$ cat config.mk
export PLATFORM = sky130hd
export DESIGN_NAME = control_word_sequencer
export DESIGN_NICKNAME = d
export VERILOG_FILES = /design/src/rtl/control_word_sequencer_pkg.sv /design/src/rtl/control_word_sequencer_unpack.sv /design/src/rtl/control_word_sequencer.sv
export SDC_FILE = /design/constraint.sdc
export NUM_CORES = 1
export LEC_CHECK = 0
export CAP_MARGIN = 40
export CORE_MARGIN = 4
export CORE_UTILIZATION = 37
export DETAILED_ROUTE_END_ITERATION = 12
export PLACE_DENSITY = 0.84
export SLEW_MARGIN = 20
export SYNTH_ARGS = -nofsm -noshare
export SYNTH_HDL_FRONTEND = slang
export SYNTH_SLANG_ARGS = --single-unit
$ cat constraint.sdc
create_clock -name clock -period 2.2 [get_ports clock]
set_clock_uncertainty 0.05 [all_clocks]
set_input_delay 0.55 -clock clock [delete_from_list [all_inputs] [get_ports clock]]
set_output_delay 0.55 -clock clock [all_outputs]
set_load 0.005 [all_outputs]
$ cat src/rtl/control_word_sequencer_pkg.sv
// rtl/control_word_sequencer_pkg.sv - shared control word layout, NOP word and encodings
//
// Purpose: single source for the 33-bit control word bit map used by the
// sequencer and by the decoder banks that produce the words.
// Ports: none (package).
package control_word_sequencer_pkg;

    localparam int CW_W    = 33;
    localparam int STATE_W = 2;
    localparam int K_W     = 64;

    // Bit positions inside a control word
    localparam int CW_RSVD       = 32;
    localparam int CW_ALU_EN     = 31;
    localparam int CW_ALU_BS     = 30;
    localparam int CW_ALU_FS_LSB = 25;
    localparam int CW_RF_B_EN    = 24;
    localparam int CW_RF_SA_LSB  = 19;
    localparam int CW_RF_SB_LSB  = 14;
    localparam int CW_RF_DA_LSB  = 9;
    localparam int CW_RF_W       = 8;
    localparam int CW_RAM_EN     = 7;
    localparam int CW_RAM_W      = 6;
    localparam int CW_PC_FS_LSB  = 4;
    localparam int CW_PC_IS      = 3;
    localparam int CW_STATUS_LD  = 2;
    localparam int CW_NS_LSB     = 0;

    // ALU function select encodings (low three bits of alu_fs)
    typedef enum logic [2:0] {
        ALU_AND   = 3'b000,
        ALU_OR    = 3'b001,
        ALU_ADD   = 3'b010,
        ALU_XOR   = 3'b011,
        ALU_LEFT  = 3'b100,
        ALU_RIGHT = 3'b101
    } alu_op_e;

    typedef enum logic [STATE_W-1:0] {
        ST_0 = 2'd0,
        ST_1 = 2'd1,
        ST_2 = 2'd2,
        ST_3 = 2'd3
    } seq_state_e;

    // Datapath control fields, in the same order as cw[31:2]
    typedef struct packed {
        logic       alu_en;
        logic       alu_bs;
        logic [4:0] alu_fs;
        logic       rf_b_en;
        logic [4:0] rf_sa;
        logic [4:0] rf_sb;
        logic [4:0] rf_da;
        logic       rf_w;
        logic       ram_en;
        logic       ram_w;
        logic [1:0] pc_fs;
        logic       pc_is;
        logic       status_ld;
    } cw_ctrl_t;

    typedef struct packed {
        cw_ctrl_t              ctrl;
        logic [STATE_W-1:0]    next_state;
    } cw_fields_t;

    // NOP: everything off, PC hold, register selects parked on 31 (XZR)
    localparam logic [CW_W-1:0] CW_NOP   = 33'h0_00FF_FE00;
    localparam cw_ctrl_t        CTRL_NOP = cw_ctrl_t'(CW_NOP[CW_ALU_EN:CW_STATUS_LD]);

endpackage

$ cat src/rtl/control_word_sequencer_unpack.sv
// rtl/control_word_sequencer_unpack.sv - combinational slicer of a control word into named fields
//
// Purpose: split a CW_W control word into datapath fields and next_state.
// Ports:
//   cw     in  CW_W  raw control word
//   fields out       unpacked fields (reserved bit dropped)
module cw_field_unpack
    import control_word_sequencer_pkg::*;
(
    input  logic [CW_W-1:0] cw,
    output cw_fields_t      fields
);

    // Reserved bit carries no meaning; kept visible only so it is clearly consumed.
    logic unused_reserved;
    assign unused_reserved = cw[CW_RSVD];

    always_comb begin
        fields                = '0;
        fields.ctrl.alu_en    = cw[CW_ALU_EN];
        fields.ctrl.alu_bs    = cw[CW_ALU_BS];
        fields.ctrl.alu_fs    = cw[CW_ALU_FS_LSB +: 5];
        fields.ctrl.rf_b_en   = cw[CW_RF_B_EN];
        fields.ctrl.rf_sa     = cw[CW_RF_SA_LSB +: 5];
        fields.ctrl.rf_sb     = cw[CW_RF_SB_LSB +: 5];
        fields.ctrl.rf_da     = cw[CW_RF_DA_LSB +: 5];
        fields.ctrl.rf_w      = cw[CW_RF_W];
        fields.ctrl.ram_en    = cw[CW_RAM_EN];
        fields.ctrl.ram_w     = cw[CW_RAM_W];
        fields.ctrl.pc_fs     = cw[CW_PC_FS_LSB +: 2];
        fields.ctrl.pc_is     = cw[CW_PC_IS];
        fields.ctrl.status_ld = cw[CW_STATUS_LD];
        fields.next_state     = cw[CW_NS_LSB +: STATE_W];
    end

endmodule

$ cat src/rtl/control_word_sequencer.sv
// rtl/control_word_sequencer.sv - registers decoder control words and sequences multi-cycle instructions
//
// Purpose: presents the instruction word and state to the decoder bank,
// registers the returned control word into datapath fields plus K, and
// follows next_state with a watchdog bounding non-zero-state runs.
// Ports:
//   clock, reset            clock, synchronous active-high reset
//   instr_in/instr_valid    fetched instruction; instr_ack accepts it (comb)
//   ir, state               word and state presented to the decoders
//   cw_in, k_in             selected control word and constant from decoders
//   alu_*, rf_*, ram_*, pc_*, status_ld, k   registered datapath controls
//   seq_error               one-cycle pulse when the watchdog aborts a sequence
module control_word_sequencer #(
    parameter int MAX_SEQ = 4,
    parameter int CW_W    = 33
) (
    input  logic            clock,
    input  logic            reset,
    input  logic [31:0]     instr_in,
    input  logic            instr_valid,
    output logic            instr_ack,
    output logic [31:0]     ir,
    output logic [1:0]      state,
    input  logic [CW_W-1:0] cw_in,
    input  logic [63:0]     k_in,
    output logic            alu_en,
    output logic            alu_bs,
    output logic [4:0]      alu_fs,
    output logic            rf_b_en,
    output logic [4:0]      rf_sa,
    output logic [4:0]      rf_sb,
    output logic [4:0]      rf_da,
    output logic            rf_w,
    output logic            ram_en,
    output logic            ram_w,
    output logic [1:0]      pc_fs,
    output logic            pc_is,
    output logic            status_ld,
    output logic [63:0]     k,
    output logic            seq_error
);
    import control_word_sequencer_pkg::*;

    localparam int CNT_W = $clog2(MAX_SEQ + 1);

    cw_fields_t       cw_flds;
    seq_state_e       state_q, state_d;
    logic [31:0]      ir_reg_q, ir_reg_d;
    logic [CNT_W-1:0] wd_cnt_q, wd_cnt_d, wd_next;
    cw_ctrl_t         ctrl_q, ctrl_d;
    logic [63:0]      k_q, k_d;
    logic             seq_error_q, seq_error_d;

    cw_field_unpack u_unpack (
        .cw     (cw_in),
        .fields (cw_flds)
    );

    assign wd_next = wd_cnt_q + CNT_W'(1);

    always_comb begin
        state_d     = state_q;
        ir_reg_d    = ir_reg_q;
        wd_cnt_d    = wd_cnt_q;
        ctrl_d      = CTRL_NOP;
        k_d         = '0;
        seq_error_d = 1'b0;

        if (state_q == ST_0 && !instr_valid) begin
            // Fetch bubble: idle with NOP, keep the last instruction word
            state_d  = ST_0;
            wd_cnt_d = '0;
        end else begin
            if (state_q == ST_0) begin
                ir_reg_d = instr_in;
            end
            if (cw_flds.next_state == '0) begin
                state_d  = ST_0;
                wd_cnt_d = '0;
                ctrl_d   = cw_flds.ctrl;
                k_d      = k_in;
            end else if (wd_next == CNT_W'(MAX_SEQ)) begin
                // Runaway sequence: drop this word and return to fetch
                state_d     = ST_0;
                wd_cnt_d    = '0;
                seq_error_d = 1'b1;
            end else begin
                state_d  = seq_state_e'(cw_flds.next_state);
                wd_cnt_d = wd_next;
                ctrl_d   = cw_flds.ctrl;
                k_d      = k_in;
            end
        end
    end

    always_ff @(posedge clock) begin
        if (reset) begin
            state_q     <= ST_0;
            ir_reg_q    <= '0;
            wd_cnt_q    <= '0;
            ctrl_q      <= CTRL_NOP;
            k_q         <= '0;
            seq_error_q <= 1'b0;
        end else begin
            state_q     <= state_d;
            ir_reg_q    <= ir_reg_d;
            wd_cnt_q    <= wd_cnt_d;
            ctrl_q      <= ctrl_d;
            k_q         <= k_d;
            seq_error_q <= seq_error_d;
        end
    end

    // Acceptance is masked during reset so nothing is consumed before release
    assign instr_ack = (state_q == ST_0) && instr_valid && !reset;
    assign ir        = (state_q == ST_0) ? instr_in : ir_reg_q;
    assign state     = state_q;

    assign alu_en    = ctrl_q.alu_en;
    assign alu_bs    = ctrl_q.alu_bs;
    assign alu_fs    = ctrl_q.alu_fs;
    assign rf_b_en   = ctrl_q.rf_b_en;
    assign rf_sa     = ctrl_q.rf_sa;
    assign rf_sb     = ctrl_q.rf_sb;
    assign rf_da     = ctrl_q.rf_da;
    assign rf_w      = ctrl_q.rf_w;
    assign ram_en    = ctrl_q.ram_en;
    assign ram_w     = ctrl_q.ram_w;
    assign pc_fs     = ctrl_q.pc_fs;
    assign pc_is     = ctrl_q.pc_is;
    assign status_ld = ctrl_q.status_ld;
    assign k         = k_q;
    assign seq_error = seq_error_q;

endmodule
; Word-level counts from Yosys, hierarchy flattened
; Cells that the tools add are included.
; Widths: inputs -> output; s select.
[classes]
n_mux = 6
reduce_logical = 10
eq_ne = 1
n_addsub = 1
[op_table]
columns = cell, count
row1 = $mux 64, 2
row2 = $mux 30, 2
row3 = $mux 32, 1
row4 = $logic_not 2->1, 2
row5 = $reduce_or 4->1, 1
row6 = $add 3x1->3 const B, 1
row7 = $eq 3x3->1 const B, 1
row8 = $logic_and 1x1->1, 3
row9 = $reduce_or 3->1, 1
row10 = $logic_not 1->1, 2
row11 = $reduce_or 2->1, 1
row12 = $mux 1, 1
[totals]
wordCells = 36
inputBits = 132
regBits = 132

; Longest topological paths before layout
; Gate-level depths: netlist of the first run.
[logic_depth]
word_depth = 4
mapped_depth = 6
ltp_nobuf = 4

; Cells and area by module
; From an unflattened synthesis of the first run, not the netlist that was laid out.
[unflattened]
cells_unflattened = 430
area_unflattened_um2 = 4555.6
[by_module_without_submodules]
columns = module, cells_per_inst, area_per_inst_um2, seq_area_each_um2, n_inst
row1 = control_word_sequencer, 398, 4315.4, 2642.5, 1
row2 = cw_field_unpack, 32, 240.2, 0.0, 1

; Worst setup path before layout of the first run
; No wires, ideal clock.
[synth_path]
path_kind = input port to output port
startpoint = input instr_valid
endpoint = output instr_ack
slack_ns = 0.213
path_buffers = 2
path_stages = 4
arrival_ns = 1.387
cell_sequence = or3b_2 -> clkbuf_1 -> buf_2 -> nor2_1
[synth_between]
elab_chain_cells = 2
[synth_rtl]
columns = element, line
row1 = "start, declared", control_word_sequencer.sv:20  ; input logic instr_valid,
row2 = $logic_and 1x1->1 (2 in a row), control_word_sequencer.sv:115  ; assign instr_ack = (state_q == ST_0) && instr_valid && !reset;
row3 = "end, declared", control_word_sequencer.sv:21  ; output logic instr_ack,
; No other way between the ends.

; Worst setup path in the final report of the first run
[layout_path]
startpoint = register state_q[1] (netlist: state[1])
endpoint = output ir[7]
[layout_between]
elab_chain_cells = 2
[layout_rtl]
columns = element, line
row1 = "start, declared", control_word_sequencer.sv:47  ; seq_state_e state_q, state_d;
row2 = "start signal, assigned", control_word_sequencer.sv:105  ; state_q <= state_d;
row3 = $logic_not 2->1, control_word_sequencer.sv:116  ; assign ir = (state_q == ST_0) ? instr_in : ir_reg_q;
row4 = $mux 32, -
row5 = "end, declared", control_word_sequencer.sv:22  ; output logic [31:0] ir,
; No other way between the ends.

==> results.yml, run 1 <==
clocking:
  path_clk_slew_ns: 0.05
  postCtsHoldBufs: 0
  htree_levels: 4
  clock_insertion_delay_worst_skew_ns: 0.40
  tritoncts: "done"
  cts_buffer_depth: 2
  clock_sinks: 132
  cts_inserted_buffers: 17
  cts-root-buf: "sky130_fd_sc_hd__clkbuf_16"
synth:
  synth_seq_area_share_pct: 61.3
  synth_fp_nets: 532
  netlist_area_sq_um: 4310
  synth.area.top_cells: "sky130_fd_sc_hd__dfxtp_1, sky130_fd_sc_hd__mux2_2, sky130_fd_sc_hd__and2_2, sky130_fd_sc_hd__nand2_1, sky130_fd_sc_hd__and2_1"
  yosys_warnings: 0
  synthesis.area_per_instance_sq_um: 10.8
  post_synth_top_area_share_pct: 61.3
  synth.lib_cells_used.distinct: 24
  netlist_instances: 398
  synth_seq_cells: 132
  synthDominantAreaCellType: "sky130_fd_sc_hd__dfxtp_1"
status:
  status: "finished with violations"
  violations_in_the_final_reports: "setup timing"
power_and_ir_drop:
  power.switching_fraction_pct: 22.5
  power-per-cell-area_nw_per_um2: 770
  power.net_switching_mw: 1.39
  p_comb_share_pct: 16.5
  ir_worst_vdd_mv: 0.609
  clock_power_share_pct: 41.8
  internal_power_mw: 4.78
  total_leakage_power_nw: 3.36
  power_frac_seq_pct: 41.7
finish:
  mostFrequentLayoutCells: "sky130_fd_sc_hd__clkdlybuf4s50_1, sky130_fd_sc_hd__dfxtp_1, sky130_fd_sc_hd__nand2_1, sky130_fd_sc_hd__and2_2"
  postLayoutCoreUtil_pct: 70.2
  drive_gt1_share_pct: 25.6
  num_antenna_cells: 0
  layoutNonFillerInstCount: 835
  area_delta_synth_final_pct: 85.8
  layout.cells.most_common: "sky130_fd_sc_hd__clkdlybuf4s50_1"
  net_count_of_the_finished_layout: 813
detailed_routing:
  drcViolationCount: 0
  drt_iter0_markers: 178
  post_dr_wirelength_cell_um: 16.6
  routed-via-count: 3801
  detail_route.first_pass.iterations: 4
  route.antenna.remaining_nets: 0
  routed_wl_um: 13900
  routed_via_density: 4.55
die:
  fp.dieW_um: 116
  floorplan.initialDensity_pct: 37.8
  die_height_um: 116
  ios: 262
  floorplan.core_area_sq_um: 11400
  floorplan.die_area_sq_um: 13400
  std_cell_rows: 39
hold_path:
  hold_end: "ir_reg_q[24]"
  hp-start: "ir_reg_q[24]"
  timing.hold.worst_path_depth: 2
  hold_path_class: "reg2reg"
sta:
  timing_max_transition_violations_final: 0
  hold_viol_final: 0
  unrepaired_setup_endpoints_after_global_routing: "yes"
  timing.final.crit_share_pct: 103
  setup_slack_ns: -0.0741
  achievable-frequency_mhz: 440
  report.final.setup_viol: 14
  max_slew.worst_pin.slew_ns: 0.335
  finalCriticalPeriod_ns: 2.27
  max-slew-margin-rel_pct: 77.6
grt:
  vias_in_the_first_global_route: 4095
  antenna_found_initial: 0
  grt_first_pass_wirelength_um: 20200
  gr-total-overflow: 0
  grt_usage_pct: 19.9
  grt_max_degree: 33
placement:
  numPortBuffers: 260
  detailed_place_hpwl_um: 9890
  dpl_worst_slack_ns: -0.575
  place_inst: 792
  place.gp.congestion: 0.831
setup_path:
  crit_fanout: 5
  reg2reg_from: "state[1]"
  reg2regPathDepth: 8
  rrSetupSlack_ns: 0.44
  worstReg2RegEnd: "k[59]"
  worst-endpoint-arrival_ns: 1.67
  crit_type: "reg2out"
  critical_path_sink_type: "output pin"
  timing.critical_path.from_type: "register"
  worstPathRequired_ns: 1.60
job:
  cap_violations: 0
cells in the mapped netlist, drive strengths merged:
library cell and n:
dfxtp 132, and2 79, nand2 65, a21oi 32
mux2 32, clkbuf 17, nand2b 11, buf 7
nor2 4, or2b 4, and3 3, nor3b 3
ha 2, nor3 2, a211oi 1, o21a 1
or3 1, or3b 1, xor2 1
through the flow:
stage               power (mW)  hold WS, ns  area, sq um  setup TNS (ns)
global placement          3.51        0.389         7170           -5.26
finish                    6.17        0.405         8010          -0.303
floorplan                 2.90        0.383         4310               0
detailed placement        3.54        0.394         7170           -5.10
CTS                       6.22        0.402         8020           -2.99
global route              6.42        0.424         8010           -1.70
registers in the layout (all words and copies together), names as in the netlist:
| signal | flops |
|---|---|
| ram_w | 1 |
| alu_fs | 5 |
| status_ld | 1 |
| alu_en | 1 |
| rf_da | 5 |
| wd_cnt_q | 3 |
| rf_sb | 5 |
| pc_fs | 2 |
| ram_en | 1 |
| ir_reg_q | 32 |
| rf_w | 1 |
| pc_is | 1 |
| rf_b_en | 1 |
| seq_error | 1 |
| rf_sa | 5 |
| k | 64 |
| alu_bs | 1 |
| state | 2 |
power groups by stage:
stage	Clock, mW	Combinational (mW)	Sequential [mW]
floorplan	0	0.270	2.63
CTS	2.63	1.02	2.57
finish	2.58	1.02	2.57
global route	2.75	1.09	2.58
global placement	0	0.892	2.62
detailed placement	0	0.913	2.62
worst max-delay path, cell delays in order, from the launching register on:
cell and delay (ns):
sky130_fd_sc_hd__dfxtp_4 0.35, sky130_fd_sc_hd__nor2_4 0.14, sky130_fd_sc_hd__buf_12 0.13, sky130_fd_sc_hd__clkbuf_16 0.14, sky130_fd_sc_hd__buf_6 0.09, sky130_fd_sc_hd__mux2_4 0.29, sky130_fd_sc_hd__buf_6 0.12
repair_timing:
item,4_1_cts,5_1_grt
gates resized for setup,175,25
cloned,3,1
setup endpoints to repair,33,33
buffers inserted,8,3
pin swaps,1,2
worst max path at each step:
| stage | start | endpoint | slack, ns | depth (start not counted) |
|---|---|---|---|---|
| floorplan | instr_valid | instr_ack | 0.21 | 4 |
| global placement | instr_valid | instr_ack | -0.56 | 4 |
| detailed placement | instr_valid | instr_ack | -0.58 | 4 |
| CTS | state[0] | ir[1] | -0.16 | 5 |
| global route | state[1] | ir[7] | -0.13 | 6 |
| finish | state[1] | ir[7] | -0.07 | 6 |
per-layer routing:
metal | share of wire, % | wire length, um | GRT usage, %
met4 | 4.1 | 566 | 11.4
met3 | 11 | 1500 | 10.4
met2 | 52 | 7190 | 35.1
met5 | 0 | 0 | 0
met1 | 33 | 4640 | 18.1
area by class of cell:
type	instances	area, sq um
fillers	773	3400
repair buffers	286	2940
flip-flops and latches	132	2650
multi-input cells	242	1690
clock buffers	19	443
well taps	143	179
clock inverters	13	111
logic make-up after synthesis:
kind of cell	count (synthesis)	share of synthesized area (%)
flops	132	61.3
fa+ha+maj	2	0.580
buf+inv	24	2.61
compound gates	34	4.18
xor+xnor	1	0.203
simple gates	173	22.8
mux	32	8.36
No activity file was read; power rests on OpenSTA's default activity.
==> run 2, diff against run 1 <==
--- a/config.mk
+++ b/config.mk
@@ -8,6 +8,7 @@
 export CAP_MARGIN = 40
 export CORE_MARGIN = 4
 export CORE_UTILIZATION = 37
+export CTS_CLUSTER_SIZE = 24
 export DETAILED_ROUTE_END_ITERATION = 12
 export PLACE_DENSITY = 0.84
 export SLEW_MARGIN = 20
==> results of run 2 <==
No change in the layout: final DEF, timing and power equal those of run 1.
==> run 3, diff against run 2 <==
--- a/config.mk
+++ b/config.mk
@@ -7,11 +7,13 @@
 export LEC_CHECK = 0
 export CAP_MARGIN = 40
 export CORE_MARGIN = 4
-export CORE_UTILIZATION = 37
+export CORE_UTILIZATION = 38
 export CTS_CLUSTER_SIZE = 24
 export DETAILED_ROUTE_END_ITERATION = 12
 export PLACE_DENSITY = 0.84
 export SLEW_MARGIN = 20
 export SYNTH_ARGS = -nofsm -noshare
 export SYNTH_HDL_FRONTEND = slang
+export SYNTH_HIERARCHICAL = 1
 export SYNTH_SLANG_ARGS = --single-unit
+export TNS_END_PERCENT = 100
==> run 3 against run 2 <==
The flow still finishes with violations (setup timing); clock power increased by 17%; clock-buffer cell count is 4 higher; critical path depth is 1 lower; first-iteration DRC count increased by 13%; power grew 7.2%; non-clock buffer count fell by 5; global-route usage is 0.43 points lower; die area is 2.6% higher; critical path type unchanged; critical endpoint is now ir[23]; largest cell class unchanged.
==> results.yml, run 3 <==
status:
  status: "finished with violations"
  violations_in_the_final_reports: "setup timing"
placement:
  placed_cell_area_sq_um: 7160
  numPortBuffers: 260
  detailed_place_hpwl_um: 9670
  place.gp.congestion: 0.759
clocking:
  cts-root-buf: "sky130_fd_sc_hd__clkbuf_16"
  path_clk_slew_ns: 0.06
  htree_levels: 4
  cts_buffer_depth: 2
  tritoncts: "done"
  clock_sinks: 132
  cts_inserted_buffers: 17
  clock_insertion_delay_worst_skew_ns: 0.42
setup_path:
  path_common_cell: "sky130_fd_sc_hd__buf_6"
  rrSetupSlack_ns: 0.44
  critical_path_sink_type: "output pin"
  timing.critical_path.buf_inv: 3
  worstPathRequired_ns: 1.60
  crit_fanout: 8
  slowest_cell_on_crit_path: "sky130_fd_sc_hd__dfxtp_4"
  worst-endpoint-arrival_ns: 1.63
  crit_type: "reg2out"
  cp_cell_sequence: "nor2_4 -> buf_6 -> buf_12 -> mux2_4 -> buf_6"
  cp_top_family: "buffers and inverters"
  timing.critical_path.from_type: "register"
  max_stage_delay_ns: 0.35
finish:
  num_antenna_cells: 0
  mostFrequentLayoutCells: "sky130_fd_sc_hd__clkdlybuf4s50_1, sky130_fd_sc_hd__dfxtp_1, sky130_fd_sc_hd__nand2_1, sky130_fd_sc_hd__and2_2, sky130_fd_sc_hd__buf_6"
  register_area_sq_um: 2650
  largest_register_ffs: 64
  net_count_of_the_finished_layout: 808
  final_cell_area_sq_um: 8050
  layout.cells.most_common: "sky130_fd_sc_hd__clkdlybuf4s50_1"
  multi_input_comb_area_sq_um: 1700
  layout.filler_cells: 795
  area_delta_synth_final_pct: 76.6
  drive_gt1_share_pct: 24.8
sta:
  unrepaired_setup_endpoints_after_global_routing: "yes"
  finalCriticalPeriod_ns: 2.23
  max_slew.worst_pin.slew_ns: 0.356
  tns_ns: -0.300
  timing_max_transition_violations_final: 0
  max-slew-margin-rel_pct: 76.2
  achievable-frequency_mhz: 448
  report.final.setup_viol: 16
  hold_viol_final: 0
  hold_ws_ns: 0.402
  timing.final.crit_share_pct: 102
  setup_slack_ns: -0.0334
die:
  fp.dieW_um: 117
  std_cell_rows: 39
  floorplan.initialDensity_pct: 39.4
  die_height_um: 117
  floorplan.core_area_sq_um: 11600
  ios: 262
  floorplan.die_area_sq_um: 13800
power_and_ir_drop:
  total_leakage_power_nw: 3.37
  power-per-cell-area_nw_per_um2: 822
  ir_worst_vdd_mv: 0.474
detailed_routing:
  drt_iter0_markers: 202
  drcViolationCount: 0
  route.antenna.remaining_nets: 0
  routed-via-count: 3757
  routed_via_density: 4.53
  detail_route.first_pass.iterations: 4
  routed_wl_um: 13500
  post_dr_wirelength_cell_um: 16.3
synth:
  synth_seq_area_share_pct: 58.0
  post_synth_top_area_share_pct: 58.0
  netlist_instances: 430
  synth.lib_cells_used.distinct: 26
  yosys_warnings: 6
  yosys-top-cells-count: "sky130_fd_sc_hd__dfxtp_1, sky130_fd_sc_hd__nand2_1, sky130_fd_sc_hd__and2_2"
  netlist_area_sq_um: 4560
  synth_fp_nets: 564
  synth.area.top_cells: "sky130_fd_sc_hd__dfxtp_1, sky130_fd_sc_hd__mux2_2, sky130_fd_sc_hd__and2_2, sky130_fd_sc_hd__nand2_1, sky130_fd_sc_hd__buf_4"
  async_reset_ff_share_pct: 0
  synth_flop_cell: "sky130_fd_sc_hd__dfxtp_1"
  number_of_flops_mapped_to_enable_cells_by_yosys: 0
  synthesis.area_per_instance_sq_um: 10.6
  synth_seq_cells: 132
  yosys.cell_count.top_type: "sky130_fd_sc_hd__dfxtp_1"
  synthDominantAreaCellType: "sky130_fd_sc_hd__dfxtp_1"
grt:
  grt_first_pass_wirelength_um: 21000
  grt_max_degree: 57
  gr-total-overflow: 0
  grt_usage_pct: 19.4
  antenna_found_initial: 0
  vias_in_the_first_global_route: 4023
hold_path:
  hold_path_class: "reg2reg"
job:
  cap_violations: 0
[run 3: power by group]
part	leakage [nW]	total, mW	switching, mW	internal (mW)
Combinational	1.97	1.02	0.330	0.692
Sequential	1.09	2.58	0.0487	2.53
Clock	0.315	3.01	0.977	2.04
[run 3: metrics by stage]
stage          cells  utilization [%]  worst slack (ns)  total power [mW]
2_1_floorplan    430                -             0.213              2.95
3_3_place_gp     792             61.9            -0.501              3.53
3_5_place_dp     792             61.9            -0.493              3.55
4_1_cts          831             70.1            -0.117              6.71
5_1_grt          829             69.6           -0.0809              6.87
6_report         829             69.6           -0.0334              6.61
[run 3: final timing paths]
path	to	from	depth (start not counted)
setup / recovery	ir[23]	state[1]	5
setup reg to reg	rf_sb[4]	wd_cnt_q[0]	5
hold reg to reg	ir_reg_q[7]	ir_reg_q[7]	2
hold / removal	ir_reg_q[7]	ir_reg_q[7]	2
[run 3: area by class of cell]
type	instances	area share (%)
clock inverters	8	1.82
multi-input cells	242	21.2
repair buffers	281	35.7
well taps	143	2.22
flip-flops and latches	132	32.9
clock buffers	23	6.19
[run 3: routing by layer]
layer	track usage, %	vias to the layer above	wire length (um)
li1	-	1822	-
met1	18.4	1740	4780
met2	36.7	171	7310
met3	7.88	24	1060
met4	8.21	0	323
met5	0	-	0
[run 3: timing repair]
item                                    CTS  global route
pin swaps                                 1             1
hold buffers                              0             0
gates cloned                              3             0
resized for setup                       207             1
endpoints found under the setup margin   33            32
setup buffers                             5             1
endpoints found under the hold margin     0             0
[run 3: tightest hold or removal path, delay by kind of cell, from the launching register on]
family / cells / cell delay (ns)
AO/OA/AOI/OAI: 1 / 0.05
flip-flops: 1 / 0.30
AND/OR/NAND/NOR: 1 / 0.05
[run 3: logic make-up after synthesis]
kind of cell / synth area share [%]
adders and majority gates: 0.549
buffers and inverters: 7.75
AOI/OAI and AO/OA: 3.95
and+or+nand+nor: 21.6
muxes: 7.91
xor gates and xnor gates: 0.192
DFF: 58.0
